==> src/rtl/usb11_pkg.sv <==
`default_nettype none
// ============================================================================
//  Module      : usb11_pkg
//  Description : Shared types and constants for the usb11_mctrl host command
//                sequencer: FSM state encoding, command word bit positions,
//                response type codes and the fixed handshake PID bytes.
//  Revision    : 1.0  initial release
// ============================================================================
package usb11_pkg;

    typedef enum logic [3:0] {
        ST_IDLE     = 4'd0,
        ST_LOAD     = 4'd1,
        ST_DECODE   = 4'd2,
        ST_WAIT_SOF = 4'd3,
        ST_WAIT_TX  = 4'd4,
        ST_WAIT_RX  = 4'd5,
        ST_ACK_S    = 4'd6,
        ST_ACK_SW   = 4'd7,
        ST_ACK_P    = 4'd8,
        ST_ACK_PW   = 4'd9
    } state_t;

    // Command word bit positions
    localparam int c_BIT_RST     = 0;
    localparam int c_BIT_ENA     = 1;
    localparam int c_BIT_RDLINES = 9;
    localparam int c_BIT_SETRE   = 10;
    localparam int c_BIT_AUTOACK = 12;
    localparam int c_BIT_LAST    = 13;
    localparam int c_BIT_BYTEOUT = 14;
    localparam int c_BIT_PKT     = 15;

    // Response word type codes, bits [15:14]
    localparam logic [1:0] c_RSP_DATA  = 2'b00;
    localparam logic [1:0] c_RSP_LINES = 2'b01;
    localparam logic [1:0] c_RSP_TMO   = 2'b10;

    // Handshake bytes sent after a successful IN data stage
    localparam logic [7:0] c_PID_SYNC = 8'h80;
    localparam logic [7:0] c_PID_ACK  = 8'hD2;

endpackage : usb11_pkg
`default_nettype wire

==> src/rtl/usb11_sfifo.sv <==
`default_nettype none
// ============================================================================
//  Module      : usb11_sfifo
//  Description : Synchronous first-word-fall-through FIFO, depth 2**AW.
//                Push on full and pop on empty are ignored; a simultaneous
//                push and pop on a non-empty FIFO keeps the count unchanged.
//  Revision    : 1.0  initial release
// ============================================================================
module usb11_sfifo #(
    parameter int DW = 16,
    parameter int AW = 5
) (
    input  logic          clk,
    input  logic          reset,
    input  logic          i_wr,
    input  logic [DW-1:0] i_wdata,
    output logic          o_full,
    input  logic          i_rd,
    output logic [DW-1:0] o_rdata,
    output logic          o_empty
);

    localparam int c_DEPTH = 1 << AW;

    logic [DW-1:0] r_mem [0:c_DEPTH-1];
    logic [AW-1:0] r_wp;
    logic [AW-1:0] r_rp;
    logic [AW:0]   r_cnt;
    logic          w_push;
    logic          w_pop;

    assign o_full  = (r_cnt == c_DEPTH[AW:0]);
    assign o_empty = (r_cnt == '0);
    assign w_push  = i_wr & ~o_full;
    assign w_pop   = i_rd & ~o_empty;
    // Head is forced to zero while empty so the output is defined from reset
    assign o_rdata = o_empty ? '0 : r_mem[r_rp];

    // Storage array: written on accepted pushes, never reset
    always_ff @(posedge clk) begin
        if (w_push) begin
            r_mem[r_wp] <= i_wdata;
        end
    end

    // Pointer and occupancy tracking
    always_ff @(posedge clk or posedge reset) begin
        if (reset) begin
            r_wp  <= '0;
            r_rp  <= '0;
            r_cnt <= '0;
        end else begin
            if (w_push) r_wp <= r_wp + 1'b1;
            if (w_pop)  r_rp <= r_rp + 1'b1;
            case ({w_push, w_pop})
                2'b10:   r_cnt <= r_cnt + 1'b1;
                2'b01:   r_cnt <= r_cnt - 1'b1;
                default: r_cnt <= r_cnt;
            endcase
        end
    end

endmodule : usb11_sfifo
`default_nettype wire

==> src/rtl/usb11_mctrl.sv <==
`default_nettype none
// ============================================================================
//  Module      : usb11_mctrl
//  Description : N-port low-speed USB host command sequencer. Executes 16-bit
//                commands from a command FIFO, drives a shared serializer,
//                collects received bytes / line states into a response FIFO,
//                holds EOF-aligned per-port reset/enable and auto-ACKs IN data.
//                Optional feature macro: USB11_MCTRL_RXTO_EN (WAIT_RX timeout).
//  Revision    : 1.0  initial release
// ============================================================================
module usb11_mctrl
    import usb11_pkg::*;
#(
    parameter int NCH    = 2,
    parameter int CHW    = 1,
    parameter int CMD_AW = 5,
    parameter int RSP_AW = 5,
    parameter int RX_TO  = 8000
) (
    input  logic           clk,
    input  logic           reset,
    input  logic [15:0]    i_cmd_data,
    input  logic [CHW-1:0] i_cmd_chan,
    input  logic           i_cmd_wr,
    output logic           o_cmd_full,
    output logic [15:0]    o_rsp_data,
    output logic           o_rsp_rdy,
    input  logic           i_rsp_rd,
    output logic           o_rsp_ovf,
    output logic [7:0]     o_tx_byte,
    output logic           o_tx_wr,
    output logic           o_tx_last,
    input  logic           i_tx_next,
    input  logic           i_tx_pkt_end,
    input  logic           i_tx_busy,
    input  logic           i_frame_start,
    input  logic           i_eof,
    input  logic [7:0]     i_rx_data,
    input  logic           i_rx_rdy,
    input  logic           i_rx_end,
    output logic [CHW-1:0] o_chan_sel,
    input  logic [NCH-1:0] i_line_dp,
    input  logic [NCH-1:0] i_line_dm,
    output logic [NCH-1:0] o_port_rst,
    output logic [NCH-1:0] o_port_ena
);

    localparam logic [15:0] c_RX_TO = 16'(RX_TO);

    state_t           r_state, w_next;
    logic [15:0]      r_cmd;
    logic [CHW-1:0]   r_chan;
    logic [NCH-1:0]   r_pend_rst, r_pend_ena;
    logic [NCH-1:0]   r_port_rst, r_port_ena;
    logic             r_ovf;

    logic [CHW+15:0]  w_cmd_head;
    logic             w_cmd_empty, w_cmd_pop;
    logic             w_rsp_push, w_rsp_full, w_rsp_empty, w_rsp_lost;
    logic [15:0]      w_rsp_word;
    logic             w_lines_req, w_rx_req, w_tmo_req, w_to_hit;
    logic [11:0]      w_lines;
    logic [5:0]       w_chan6;
    logic [7:0]       w_tx_byte;
    logic             w_tx_wr, w_tx_last;
    logic             w_unused_cmd;

    assign w_chan6      = 6'(r_chan);
    assign w_unused_cmd = r_cmd[8] ^ r_cmd[11];

    usb11_sfifo #(.DW(16 + CHW), .AW(CMD_AW)) u_cmd_fifo (
        .clk     (clk),
        .reset   (reset),
        .i_wr    (i_cmd_wr),
        .i_wdata ({i_cmd_chan, i_cmd_data}),
        .o_full  (o_cmd_full),
        .i_rd    (w_cmd_pop),
        .o_rdata (w_cmd_head),
        .o_empty (w_cmd_empty)
    );

    usb11_sfifo #(.DW(16), .AW(RSP_AW)) u_rsp_fifo (
        .clk     (clk),
        .reset   (reset),
        .i_wr    (w_rsp_push),
        .i_wdata (w_rsp_word),
        .o_full  (w_rsp_full),
        .i_rd    (i_rsp_rd),
        .o_rdata (o_rsp_data),
        .o_empty (w_rsp_empty)
    );

`ifdef USB11_MCTRL_RXTO_EN
    logic [15:0] r_to_cnt;
    assign w_to_hit = (r_to_cnt == c_RX_TO - 16'd1);

    // Timeout counter: held at zero outside WAIT_RX, so it restarts on each entry
    always_ff @(posedge clk or posedge reset) begin
        if (reset)                     r_to_cnt <= '0;
        else if (r_state != ST_WAIT_RX) r_to_cnt <= '0;
        else                           r_to_cnt <= r_to_cnt + 16'd1;
    end
`else
    logic w_unused_rxto;
    assign w_to_hit      = 1'b0;
    assign w_unused_rxto = ^c_RX_TO;  // timeout length has no consumer here
`endif

    // Line-state snapshot: {dp,dm} pair of port i at bits [2i+1:2i]
    always_comb begin
        w_lines = '0;
        for (int i = 0; i < NCH; i++) begin
            w_lines[2*i+1] = i_line_dp[i];
            w_lines[2*i]   = i_line_dm[i];
        end
    end

    // Next-state and serializer strobes
    always_comb begin
        w_next      = r_state;
        w_cmd_pop   = 1'b0;
        w_tx_wr     = 1'b0;
        w_tx_byte   = r_cmd[7:0];
        w_tx_last   = 1'b0;
        w_lines_req = 1'b0;
        w_rx_req    = 1'b0;
        w_tmo_req   = 1'b0;
        case (r_state)
            ST_IDLE: if (!w_cmd_empty) w_next = ST_LOAD;
            ST_LOAD: begin
                w_cmd_pop = 1'b1;
                w_next    = ST_DECODE;
            end
            ST_DECODE: begin
                w_lines_req = r_cmd[c_BIT_RDLINES];
                if (r_cmd[c_BIT_PKT]) begin
                    w_next = ST_WAIT_SOF;
                end else if (r_cmd[c_BIT_BYTEOUT]) begin
                    w_tx_wr   = 1'b1;
                    w_tx_last = r_cmd[c_BIT_LAST];
                    w_next    = ST_WAIT_TX;
                end else begin
                    w_next = ST_IDLE;
                end
            end
            ST_WAIT_SOF: if (i_frame_start) begin
                w_tx_wr   = 1'b1;
                w_tx_last = r_cmd[c_BIT_LAST];
                w_next    = ST_WAIT_TX;
            end
            ST_WAIT_TX: if (i_tx_next || i_tx_pkt_end) begin
                w_next = r_cmd[c_BIT_AUTOACK] ? ST_WAIT_RX : ST_IDLE;
            end
            ST_WAIT_RX: begin
                // Receive side is deaf while our own serializer drives the bus
                w_rx_req = i_rx_rdy & ~i_tx_busy;
                if (i_eof)                       w_next = ST_IDLE;
                else if (i_rx_end && !i_tx_busy) w_next = ST_ACK_S;
                else if (w_to_hit) begin
                    w_tmo_req = 1'b1;
                    w_next    = ST_IDLE;
                end
            end
            ST_ACK_S: begin
                w_tx_wr   = 1'b1;
                w_tx_byte = c_PID_SYNC;
                w_next    = ST_ACK_SW;
            end
            ST_ACK_SW: if (i_tx_next) w_next = ST_ACK_P;
            ST_ACK_P: begin
                w_tx_wr   = 1'b1;
                w_tx_byte = c_PID_ACK;
                w_tx_last = 1'b1;
                w_next    = ST_ACK_PW;
            end
            ST_ACK_PW: if (i_tx_pkt_end) w_next = ST_IDLE;
            default:   w_next = ST_IDLE;
        endcase
    end

    // Response arbitration: received data beats timeout beats line snapshot
    always_comb begin
        w_rsp_push = 1'b0;
        w_rsp_word = '0;
        w_rsp_lost = 1'b0;
        if (w_rx_req) begin
            w_rsp_push = 1'b1;
            w_rsp_word = {c_RSP_DATA, w_chan6, i_rx_data};
            w_rsp_lost = w_lines_req | w_tmo_req;
        end else if (w_tmo_req) begin
            w_rsp_push = 1'b1;
            w_rsp_word = {c_RSP_TMO, w_chan6, 8'h00};
            w_rsp_lost = w_lines_req;
        end else if (w_lines_req) begin
            w_rsp_push = 1'b1;
            w_rsp_word = {c_RSP_LINES, 2'b00, w_lines};
        end
    end

    // State register, command latch, overflow flag and port control
    always_ff @(posedge clk or posedge reset) begin
        if (reset) begin
            r_state    <= ST_IDLE;
            r_cmd      <= '0;
            r_chan     <= '0;
            r_pend_rst <= '0;
            r_pend_ena <= '0;
            r_port_rst <= '0;
            r_port_ena <= '0;
            r_ovf      <= 1'b0;
        end else begin
            r_state <= w_next;
            if (r_state == ST_LOAD) begin
                r_cmd  <= w_cmd_head[15:0];
                r_chan <= w_cmd_head[16 +: CHW];
            end
            if (r_state == ST_DECODE && r_cmd[c_BIT_SETRE]) begin
                for (int i = 0; i < NCH; i++) begin
                    if (r_chan == CHW'(i)) begin
                        r_pend_rst[i] <= r_cmd[c_BIT_RST];
                        r_pend_ena[i] <= r_cmd[c_BIT_ENA];
                    end
                end
            end
            // Port controls only ever change on the frame boundary
            if (i_eof) begin
                r_port_rst <= r_pend_rst;
                r_port_ena <= r_pend_ena;
            end
            if ((w_rsp_push && w_rsp_full) || w_rsp_lost) r_ovf <= 1'b1;
        end
    end

    assign o_rsp_rdy  = ~w_rsp_empty;
    assign o_rsp_ovf  = r_ovf;
    assign o_tx_byte  = w_tx_byte;
    assign o_tx_wr    = w_tx_wr;
    assign o_tx_last  = w_tx_last;
    assign o_chan_sel = r_chan;
    assign o_port_rst = r_port_rst;
    assign o_port_ena = r_port_ena;

endmodule : usb11_mctrl
`default_nettype wire

==> config.mk <==
export PLATFORM = sky130hd
export DESIGN_NAME = usb11_mctrl
export DESIGN_NICKNAME = d
export VERILOG_FILES = /design/src/rtl/usb11_pkg.sv /design/src/rtl/usb11_sfifo.sv /design/src/rtl/usb11_mctrl.sv
export SDC_FILE = /design/constraint.sdc
export NUM_CORES = 1
export LEC_CHECK = 0
export ABC_CLOCK_PERIOD_IN_PS = 3700
export BUFFER_PORTS_ARGS = -buffer_cell sky130_fd_sc_hd__buf_2
export CORE_MARGIN = 2
export CORE_UTILIZATION = 28
export CTS_BUF_LIST = sky130_fd_sc_hd__clkbuf_16
export CTS_CLUSTER_DIAMETER = 30
export DETAILED_ROUTE_END_ITERATION = 16
export PLACE_DENSITY_LB_ADDON = 0.25
export SLEW_MARGIN = 5
export SYNTH_ARGS = -nofsm -noshare
export SYNTH_HDL_FRONTEND = slang
export SYNTH_SLANG_ARGS = --single-unit
==> constraint.sdc <==
create_clock -name clk -period 3.7 [get_ports clk]
set_clock_uncertainty 0.2 [all_clocks]
set_input_delay 0.185 -clock clk [delete_from_list [all_inputs] [get_ports clk]]
set_output_delay 0.185 -clock clk [all_outputs]
set_load 0.02 [all_outputs]
==> run metrics, run 1 <==
Final Critical Period=3.54 ns; DR DRC count=0; FF/Latch Area=roughly 26000 um2; largest net degree at the start of global routing=62; Synth area leader=edfxtp_1; final setup margin=approximately 0.16 ns; multi-input logic area=8350 um2; Final Hold Fails=0; post-synth top area share=69.7%; Ports=74; post-synthesis cell type count=66; Clock transition at path regs=approximately 0.05 ns; Leak Pwr=15.2 nW; Seq/Total Area, Yosys=74.0%; gate count after technology mapping=between 1500 and 2000; GRT overflow=0; area post-placement=37300 um2; cell mode on critical path=buf_4; crit path kind=flip-flop to primary output; Layout area overhead=27.4%; root buf cell=clkbuf_16; deepest clock path buffer count=3; Setup Viol. Count Final=0; Die Y=355 um; share of layout cells above drive strength 1=28.3%; Synth Register Bits=860; post-route design area=43900 um2; die width=355 um; total track usage=14.3%; CTS tree=built; Initial Util=about 28%; Final ANT Viol Nets=0; Max Fclk=around 280 MHz; status=completed; Post-Route WL=90.1 mm; gp weighted congestion=about 0.83; Clock Latency Late Sink=0.78 ns; worst hold start=i_line_dm[0]; critical path launch point=u_rsp_fifo.r_rp[0]$_DFFE_PP0P_; Worst Setup Start Kind=flip-flop; measured slew at the worst slew-check pin=1.05 ns; DR WL/cell=between 20 and 25 um; number of enable flip-flop cells after synthesis=800; Hold Crit Endpoint=u_rsp_fifo.r_mem[5][0]$_DFFE_PP_; Max VDD drop=0.000499 V; r2r setup slk=0.24 ns; syn_area_per_cell=18.5 um2; Cell Pwr Density=between 800 and 900 nW/um2; Final Max Slew Viols=0; Die ar.=126000 um2; CTS H-tree lvls=4; Worst Path Required=3.31 ns; slew margin rel.=30.2%; critical-path maximum fanout=15; MaxCap Viol Count=0; slowest CP cell=mux4_2; top area cells in the synthesized netlist=edfxtp_1, mux4_2, mux2i_1; Main synth FF type=edfxtp_1; CTS Buf Count=approximately 170; Site Rows=128; Hold Path Class=primary input to flip-flop; asr flop ratio synth=6.98%; First-pass DRT Iterations=5; CTS sink cnt=860; NumNets Final=around 2200; fillers=11384; Final Util=36.0%; Reg2Reg Depth=7; synthesized area=~34000 um2; Yosys Warn Count=0; crit path cell chain=buf_4 > buf_4 > mux4_2 > a22oi_1 > a21oi_1 > a21boi_0 > buf_2; worst reg2reg path startpoint=r_state[0]$_DFFE_PP0P_; Final HPWL DP=54.7 mm; number of global-route vias before repair=19634; core area=122000 um2; initial antenna violation count=6; unrepaired setup endpoints after global routing=no; WHS Path Cells=3; vias=~19000; CP Capture Type=primary output; Worst path max stage delay=0.55 ns; critical path arrival=approximately 3.2 ns; average vias per placed instance=4.73; worst slack, placed=approximately 0.41 ns; 1st-iter DRT viols=1636; setup TNS=0 ns; RR Endpoint=u_rsp_fifo.r_mem[18][3]$_DFFE_PP_; first-pass GRT wire length=133 mm; fin crit share=between 90% and 100%; number of buffers inserted by port buffering=65
## metal layers
metal / share of wire (%) / track usage, % / wire, um / vias to the layer above
met5: 0.014 / 0 / 13 / -
met2: 47 / 22.5 / 42600 / 513
met3: 4.8 / 3.01 / 4290 / 140
li1: - / - / - / 8152
met1: 46 / 19.8 / 41100 / 9812
met4: 2.3 / 4.75 / 2060 / 2
## registers in the layout, summed over array words and instances (netlist names)
name and count:
o_port_ena 2, u_rsp_fifo.r_cnt 6, u_cmd_fifo.r_rp 5, u_cmd_fifo.r_wp 5
r_pend_rst 2, u_cmd_fifo.r_cnt 6, u_rsp_fifo.r_wp 5, o_port_rst 2
u_rsp_fifo.r_rp 5, u_rsp_fifo.r_mem 320, o_chan_sel 1, r_cmd 14
u_cmd_fifo.r_mem 480, r_pend_ena 2, o_rsp_ovf 1, r_state 4
## cells in the mapped netlist (all sizes together), types with 7 or more instances
master   instances
a2111oi         17
a211oi          12
a21boi          21
a21oi           31
a22oi           12
a31oi            7
buf             71
clkbuf          42
dfrtp           60
edfxtp         800
ha              16
inv             16
mux2            15
mux2i          171
mux4           136
nand2           29
nand3            7
nand3b          10
nand4            8
nor2           126
nor2b           15
nor3            33
o21a            16
o21ai           36
o221ai           7
o22ai           39
or3             16
xnor2           18
xor2            11
## power breakdown
part / switching (mW) / internal (mW) / leakage (nW)
combinational: 5.05 / 3.73 / 4.24
clock: 5.35 / 10.5 / 3.00
sequential: 0.818 / 11.3 / 8.01
total: 11.2 / 25.6 / 15.2
## area by class of cell
cell class / instances / share of cell area, %
tap: 1625 / 4.63
clock inverter: 146 / 4.05
sequential: 860 / 58.1
antenna: 5 / 0.0285
timing repair buffer: 238 / 4.11
inverter: 16 / 0.140
clock buffer: 174 / 9.91
multi-input combinational: 875 / 19.0
## critical path, delay by kind of cell (launching register included)
family          cells  cell delay, ns
buf+inv             3            0.72
compound gates      3            0.62
mux                 1            0.55
flops               1            0.46
## timing repair
item,4_1_cts,5_1_grt
setup endpoints to repair,10,69
endpoints found under the hold margin,766,0
buffers inserted,4,1
hold buffers,38,0
gates resized for setup,4,4
## logic make-up after synthesis
group,count (synthesis),synth area share (%)
compound gates,219,4.26
mux,322,14.3
xor+xnor,29,0.737
buf+inv,129,1.88
fa+ha+maj,16,0.581
other cells,1,0.0109
simple gates,283,4.16
flops,860,74.0
## placed cells by master (no fill, tap or decap), types with 12 or more instances in the layout
| master | n |
|---|---|
| a2111oi_0 | 16 |
| a211oi_1 | 12 |
| a21boi_0 | 21 |
| a21oi_1 | 31 |
| a22oi_1 | 12 |
| buf_2 | 65 |
| buf_4 | 126 |
| bufinv_16 | 27 |
| clkbuf_16 | 174 |
| clkinv_1 | 24 |
| clkinv_16 | 12 |
| clkinv_2 | 24 |
| clkinvlp_4 | 20 |
| dfrtp_1 | 54 |
| dlygate4sd3_1 | 38 |
| edfxtp_1 | 800 |
| ha_1 | 16 |
| inv_1 | 37 |
| mux2_2 | 14 |
| mux2i_1 | 171 |
| mux4_2 | 136 |
| nand2_1 | 25 |
| nor2_1 | 126 |
| nor2b_1 | 14 |
| nor3_1 | 33 |
| o21a_1 | 16 |
| o21ai_0 | 35 |
| o22ai_1 | 39 |
| or3_1 | 15 |
| xnor2_1 | 18 |
## through the flow
stage,power [mW],std cells,hold WS [ns]
3_5_place_dp,21.1,3571,0.146
5_1_grt,38.3,3934,0.0492
2_1_floorplan,17.8,1864,0.0839
6_report,36.8,3939,0.0502
4_1_cts,37.2,3933,0.00569
3_3_place_gp,20.9,3571,0.130
## how the worst max path moves through the flow
| stage | end | slack (ns) | cells after the start |
|---|---|---|---|
| floorplan | u_rsp_fifo.r_cnt[4]$_DFFE_PP0P_ | 0.38 | 16 |
| global placement | u_rsp_fifo.r_cnt[4]$_DFFE_PP0P_ | 0.42 | 12 |
| detailed placement | u_cmd_fifo.r_cnt[5]$_DFFE_PP0P_ | 0.41 | 10 |
| CTS | o_rsp_data[14] | 0.006 | 6 |
| global route | o_rsp_data[4] | 0.01 | 7 |
| finish | o_rsp_data[4] | 0.16 | 7 |
Note: power is estimated with default switching activity, not from simulation.
==> run 2, diff against run 1 <==
ABC_AREA = 1   (was not set)
SLEW_MARGIN = 20   (was 5)
==> run 2 against run 1 <==
  * Non-clock buffer count is 14 lower
  * Critical path depth is 3 higher
  * Synthesized area is 6.0% higher
  * Combinational power is 25% higher
  * Sequential power hardly changed
  * Sequential share of layout area is 3.6 points lower
  * Critical endpoint is now o_rsp_data[5]
  * Largest power group unchanged
==> run metrics, run 2 <==
Setup Viol. Count Final=0; critical-path maximum fanout=37; slew margin rel.=26.4%; top cells by instance count after synthesis=nand2_1, edfxtp_1, nand3_1; power share of the combinational group=27.2%; asr flop ratio synth=6.98%; number of buffers inserted by port buffering=65; gate count after technology mapping=3438; Hold Path Class=primary input to flip-flop; First-pass DRT Iterations=7; total track usage=15.3%; initial antenna violation count=3; Leak Pwr=18.7 nW; slowest CP cell=clkinv_2; Final Hold Fails=0; switching part of the total power=34.7%; DR DRC count=0; Die ar.=~130000 um2; CP top delay family=buffers and inverters; Final HPWL DP=between 50 and 60 mm; Final Util=a little over a third; share of layout cells above drive strength 1=about 14%; top area cells in the synthesized netlist=edfxtp_1, nand2_1, nand3_1; CTS sink cnt=860; clock share of power=a little over two fifths; CP Capture Type=primary output; status=completed; root buf cell=clkbuf_16; Worst Path Required=3.31 ns; post-synthesis cell type count=39; Synth area leader=edfxtp_1; fin crit share=95.1%; first-pass GRT wire length=153 mm; Reg power frac=29.1%; Site Rows=approximately 130; post-CTS setup buffers=0; Cell Pwr Density=a little under 900 nW/um2; Ports=74; synthesized area=36500 um2; MaxCap Viol Count=0; CP bufs+invs=3; CTS tree=built; gp weighted congestion=just under 0.8; Synth Register Bits=860; Final ANT Viol Nets=0; crit path cell chain=clkinv_2 > buf_12 > nor2_1 > o21ai_0 > a21oi_1 > nor2_1 > nand2_1 > nand2_1 > nor2_1 > buf_2; critical path arrival=3.13 ns; Die Y=365 um; most frequent cells in the layout=nand2_1, edfxtp_1, nand3_1; crit path kind=flip-flop to primary output; 1st-iter DRT viols=1990; Layout area overhead=28.1%; syn_area_per_cell=10.6 um2; Final Max Slew Viols=0; Hold Slack=roughly 0.13 ns; Largest regs=u_cmd_fifo.r_mem: 480 flops, u_rsp_fifo.r_mem: 320 flops, r_cmd: 14 flops; NetSw=14.1 mW; Yosys Warn Count=0; setup TNS=0 ns; Max VDD drop=0.000529 V; Seq/Total Area, Yosys=69.8%; deepest clock path buffer count=3; average vias per placed instance=4.45; NumNets Final=3755; Main synth FF type=edfxtp_1; most common cell in the synthesized netlist=nand2_1; DR WL/cell=18.1 um; Internal=26.5 mW; GRT overflow=0; core area=129000 um2; unrepaired setup endpoints after global routing=no; max reg flops=between 400 and 500; commonest non-fill, non-tap cell in the layout=nand2_1; largest net degree at the start of global routing=123; die width=365 um; Worst path max stage delay=0.40 ns; number of enable flip-flop cells after synthesis=800; measured slew at the worst slew-check pin=1.10 ns; Max Fclk=about 280 MHz; vias=25026; number of global-route vias before repair=24232; Worst Setup Start Kind=flip-flop; CTS H-tree lvls=4; Reg with most FFs=u_cmd_fifo.r_mem; Clock transition at path regs=about 0.04 ns; Initial Util=28.2%; CTS Buf Count=207; Final Critical Period=roughly 3.5 ns; cell mode on critical path=nor2_1; Post-Route WL=102 mm; post-synth top area share=roughly 66%; n_diodes=0; Clock Latency Late Sink=0.79 ns; fillers=roughly 13000
[run 2: cell types whose count changed after synthesis, sizes merged, moves of 24 or more]
cell    delta
o22ai     -39
nand2    +961
nor3      -24
inv      +258
buf       +33
mux2i    -171
o21ai    +137
mux4     -136
a21oi     +25
clkbuf    +31
nand3    +426
nor2     +284
[run 2: stage by stage]
stage | setup WS [ns] | instance area [um2] | total power [mW] | instances
2_1_floorplan | 0.732 | 36600 | 18.9 | 3443
3_3_place_gp | 0.538 | 39400 | 23.0 | 5193
3_5_place_dp | 0.488 | 39400 | 23.0 | 5193
4_1_cts | 0.0714 | 46800 | 41.0 | 5622
5_1_grt | 0.00960 | 46800 | 42.8 | 5621
6_report | 0.180 | 46800 | 40.6 | 5621
[run 2: power groups by stage]
| stage | sequential, mW | clock [mW] | combinational [mW] |
|---|---|---|---|
| after floorplan | 11.8 | 0 | 7.13 |
| after global placement | 12.0 | 0 | 11.0 |
| after detailed placement | 12.0 | 0 | 11.1 |
| after CTS | 11.8 | 18.0 | 11.2 |
| after global routing | 11.9 | 18.6 | 12.3 |
| final | 11.8 | 17.8 | 11.0 |
[run 2: worst paths after layout]
check	end	depth (start not counted)	from	slack (ns)
setup / recovery	o_rsp_data[5]	10	u_rsp_fifo.r_rp[1]$_DFFE_PP0P_	0.18
hold / removal	u_rsp_fifo.r_wp[0]$_DFFE_PP0P_	5	i_rx_rdy	0.13
setup reg to reg	u_rsp_fifo.r_mem[26][3]$_DFFE_PP_	9	r_state[2]$_DFFE_PP0P_	0.42
hold reg to reg	o_rsp_ovf$_DFFE_PP0P_	1	o_rsp_ovf$_DFFE_PP0P_	0.27
max in group asynchronous	u_cmd_fifo.r_rp[0]$_DFFE_PP0P_	5	reset	1.95
min in group asynchronous	o_port_ena[1]$_DFFE_PP0P_	4	reset	0.50
[run 2: logic make-up (layout without fill, tap and decap cells)]
| group | Yosys count | count (layout) | share of synthesized area, % |
|---|---|---|---|
| AND/OR/NAND/NOR | 1850 | 1850 | 20.7 |
| AO/OA/AOI/OAI | 235 | 235 | 3.28 |
| other | 1 | 6 | 0.0103 |
| multiplexers | 4 | 4 | 0.123 |
| XOR/XNOR | 20 | 20 | 0.479 |
| flip-flops | 860 | 860 | 69.8 |
| buffers and inverters | 452 | 888 | 5.03 |
| adder cells (fa/ha/maj) | 16 | 16 | 0.548 |
[run 2: layout make-up]
| cell class | count | area [um2] | area share [%] |
|---|---|---|---|
| clock buffers | 208 | 5200 | 11.1 |
| clock inverters | 181 | 1820 | 3.90 |
| repair buffers | 224 | 1760 | 3.76 |
| flip-flops and latches | 860 | 25500 | 54.6 |
| well taps | 1742 | 2180 | 4.66 |
| multi-input cells | 2131 | 9250 | 19.8 |
| inverters | 275 | 1040 | 2.23 |
[run 2: worst register-to-register path, stage by stage (launching register included)]
cell and delay (ns):
dfrtp_1 0.41, inv_1 0.09, nand2_1 0.12, nor3_4 0.28, nand2_1 0.24, inv_1 0.54, nand2_1 0.14, o21ai_2 0.08
dlygate4sd3_1 0.55, buf_4 0.33
[run 2: repair_timing]
action | in CTS | in global routing
gates resized for setup | 0 | 1
endpoints found under the setup margin | 0 | 33
endpoints found under the hold margin | 788 | 16
hold buffers | 40 | 1
[run 2: routing by layer]
layer | up-vias | GRT usage [%] | wire length, um
met3 | 150 | 3.05 | 5460
met5 | - | 0 | 0
met4 | 0 | 5.24 | 2380
met1 | 12111 | 21.3 | 47300
li1 | 12125 | - | -
met2 | 640 | 23.8 | 46600
==> run 3, diff against run 2 <==
ABC_CLOCK_PERIOD_IN_PS = 3130   (was 3700)
clock period = 3.13 ns   (was 3.7 ns; I/O delays follow)
==> run 3 against run 2 <==
  * Cell count up 0.44%
  * Clock power grew 19%
  * Largest power group unchanged
  * Sequential share of layout area decreased by 0.90 points
==> run metrics, run 3 (synthesis results as in run 2) <==
measured slew at the worst slew-check pin=~1.0 ns; Layout area overhead=30.2%; GRT overflow=0; Largest regs=u_cmd_fifo.r_mem: 480 flops, u_rsp_fifo.r_mem: 320 flops, r_cmd: 14 flops; cell mode on critical path=nor2_1; Worst Path Required=2.77 ns; max reg flops=480; root buf cell=clkbuf_16; fin crit share=97.7%; Final ANT Viol Nets=0; Cell Pwr Density=1040 nW/um2; number of global-route vias before repair=about 24000; Initial Util=about 28%; DR WL/cell=around 19 um; Die Y=roughly 370 um; crit path kind=flip-flop to primary output; Internal=32.5 mW; unrepaired setup endpoints after global routing=yes; global route hottest layer=met2; CTS sink cnt=860; 1st-iter DRT viols=between 1500 and 2000; setup TNS=0 ns; Clock Latency Late Sink=0.77 ns; Final HPWL DP=just under 60 mm; DR DRC count=0; CP Capture Type=primary output; slowest CP cell=dfrtp_4; CTS H-tree lvls=4; Final Max Slew Viols=0; Reg with most FFs=u_cmd_fifo.r_mem; Ports=74; final setup margin=a little over 0.07 ns; Worst Setup Start Kind=flip-flop; power share of the combinational group=29.2%; Leak Pwr=about 19 nW; critical-path maximum fanout=5; MaxCap Viol Count=0; Final Util=36.7%; average vias per placed instance=4.49; NumNets Final=3782; critical path arrival=2.70 ns; core area=about 130000 um2; deepest clock path buffer count=3; clock share of power=between 40% and 50%; Die ar.=133000 um2; CTS tree=built; total track usage=15.5%; Max VDD drop=roughly 0.00076 V; Power, Total=49.6 mW; vias=25367; Hold Path Class=primary input to flip-flop; most frequent cells in the layout=nand2_1, edfxtp_1, nand3_1; status=completed; switching part of the total power=between 30% and 40%; NetSw=17.1 mW; M1 GR Usage=21.5%; share of layout cells above drive strength 1=16.0%; Max Fclk=327 MHz; Setup Viol. Count Final=0; CTS Buf Count=between 200 and 250; initial antenna violation count=3; number of buffers inserted by port buffering=65; largest net degree at the start of global routing=123; crit path cell chain=buf_8 > buf_6 > buf_4 > nor2_1 > nor2_1 > o21ai_1 > nand3_2 > nand2_2 > nor2_1 > nor2_2 > nor2_2 > buf_4; Clock transition at path regs=roughly 0.040 ns; Site Rows=132; First-pass DRT Iterations=6; met2 usage in global routing=23.9%; die width=365 um; slew margin rel.=29.7%; first-pass GRT wire length=between 150 and 200 mm; worst slack, placed=0.0526 ns; Final Hold Fails=0; Hold Slack=0.0136 ns; gp weighted congestion=0.813; Post-Route WL=105 mm; GRT met3 Usage=3.12%; Final Critical Period=3.06 ns; Reg power frac=approximately 28%; commonest non-fill, non-tap cell in the layout=nand2_1; Worst path max stage delay=about 0.5 ns
[run 3: changes by cell type in the layout (fill, tap and decap cells not counted), sizes merged, moves of 2 or more]
cell / before / now
clkinv: 96 / 76
inv: 309 / 314
bufinv: 27 / 32
clkinvlp: 24 / 26
buf: 185 / 210
clkbuf: 208 / 210
diode: 0 / 4
[run 3: path summary, 6_finish.rpt]
kind                       depth (start not counted)  slack, ns                           start                                end
min in group asynchronous                          4       0.24                           reset             r_state[3]$_DFFE_PP0P_
max reg2reg                                       10       0.23          r_state[2]$_DFFE_PP0P_  u_rsp_fifo.r_mem[25][1]$_DFFE_PP_
min reg2reg                                        1       0.27           o_rsp_ovf$_DFFE_PP0P_              o_rsp_ovf$_DFFE_PP0P_
min                                                8       0.01                        i_rx_end             r_state[0]$_DFFE_PP0P_
max                                               12       0.07  u_rsp_fifo.r_rp[0]$_DFFE_PP0P_                      o_rsp_data[4]
max in group asynchronous                          5       1.71                           reset     u_cmd_fifo.r_rp[1]$_DFFE_PP0P_
[run 3: what timing repair did]
action                                  in CTS  in global routing
endpoints found under the hold margin      812                  3
pin swaps                                    1                 22
hold buffers                                40                  1
buffers inserted                             3                  6
resized for setup                           39                 69
endpoints found under the setup margin      12                109
cloned                                       3                  4
[run 3: critical path: cells and delay by family (launching register included)]
| kind | cells | cell delay, ns |
|---|---|---|
| buffers and inverters | 4 | 0.58 |
| DFF | 1 | 0.49 |
| AOI/OAI and AO/OA | 1 | 0.10 |
| and+or+nand+nor | 7 | 0.75 |
[run 3: metal layers]
metal	wire length [um]	share of wire [%]
met1	48500	46
met2	47800	46
met3	5830	5.6
met4	2730	2.6
met5	13	0.012
[run 3: metrics by stage]
| step | std cells | area [um2] |
|---|---|---|
| final | 5646 | 47600 |
| after global routing | 5642 | 47600 |
| after CTS | 5632 | 47200 |
| after detailed placement | 5206 | 39500 |
| after global placement | 5206 | 39500 |
| after floorplan | 3443 | 36600 |
[run 3: power groups by stage]
stage | logic [mW] | registers [mW] | clock network (mW)
CTS | 14.1 | 13.9 | 21.5
finish | 14.5 | 13.9 | 21.2
floorplan | 8.43 | 14.0 | 0
global placement | 13.4 | 14.1 | 0
global route | 16.0 | 14.0 | 22.2
detailed placement | 13.4 | 14.1 | 0
[run 3: layout make-up]
cell class,count,area (um2)
clock buffers,207,5180
well taps,1742,2180
multi-input cells,2131,9440
clock inverters,173,1870
diodes,4,10.0
repair buffers,254,2300
fillers,12713,81900
flip-flops and latches,860,25500
inverters,275,1060
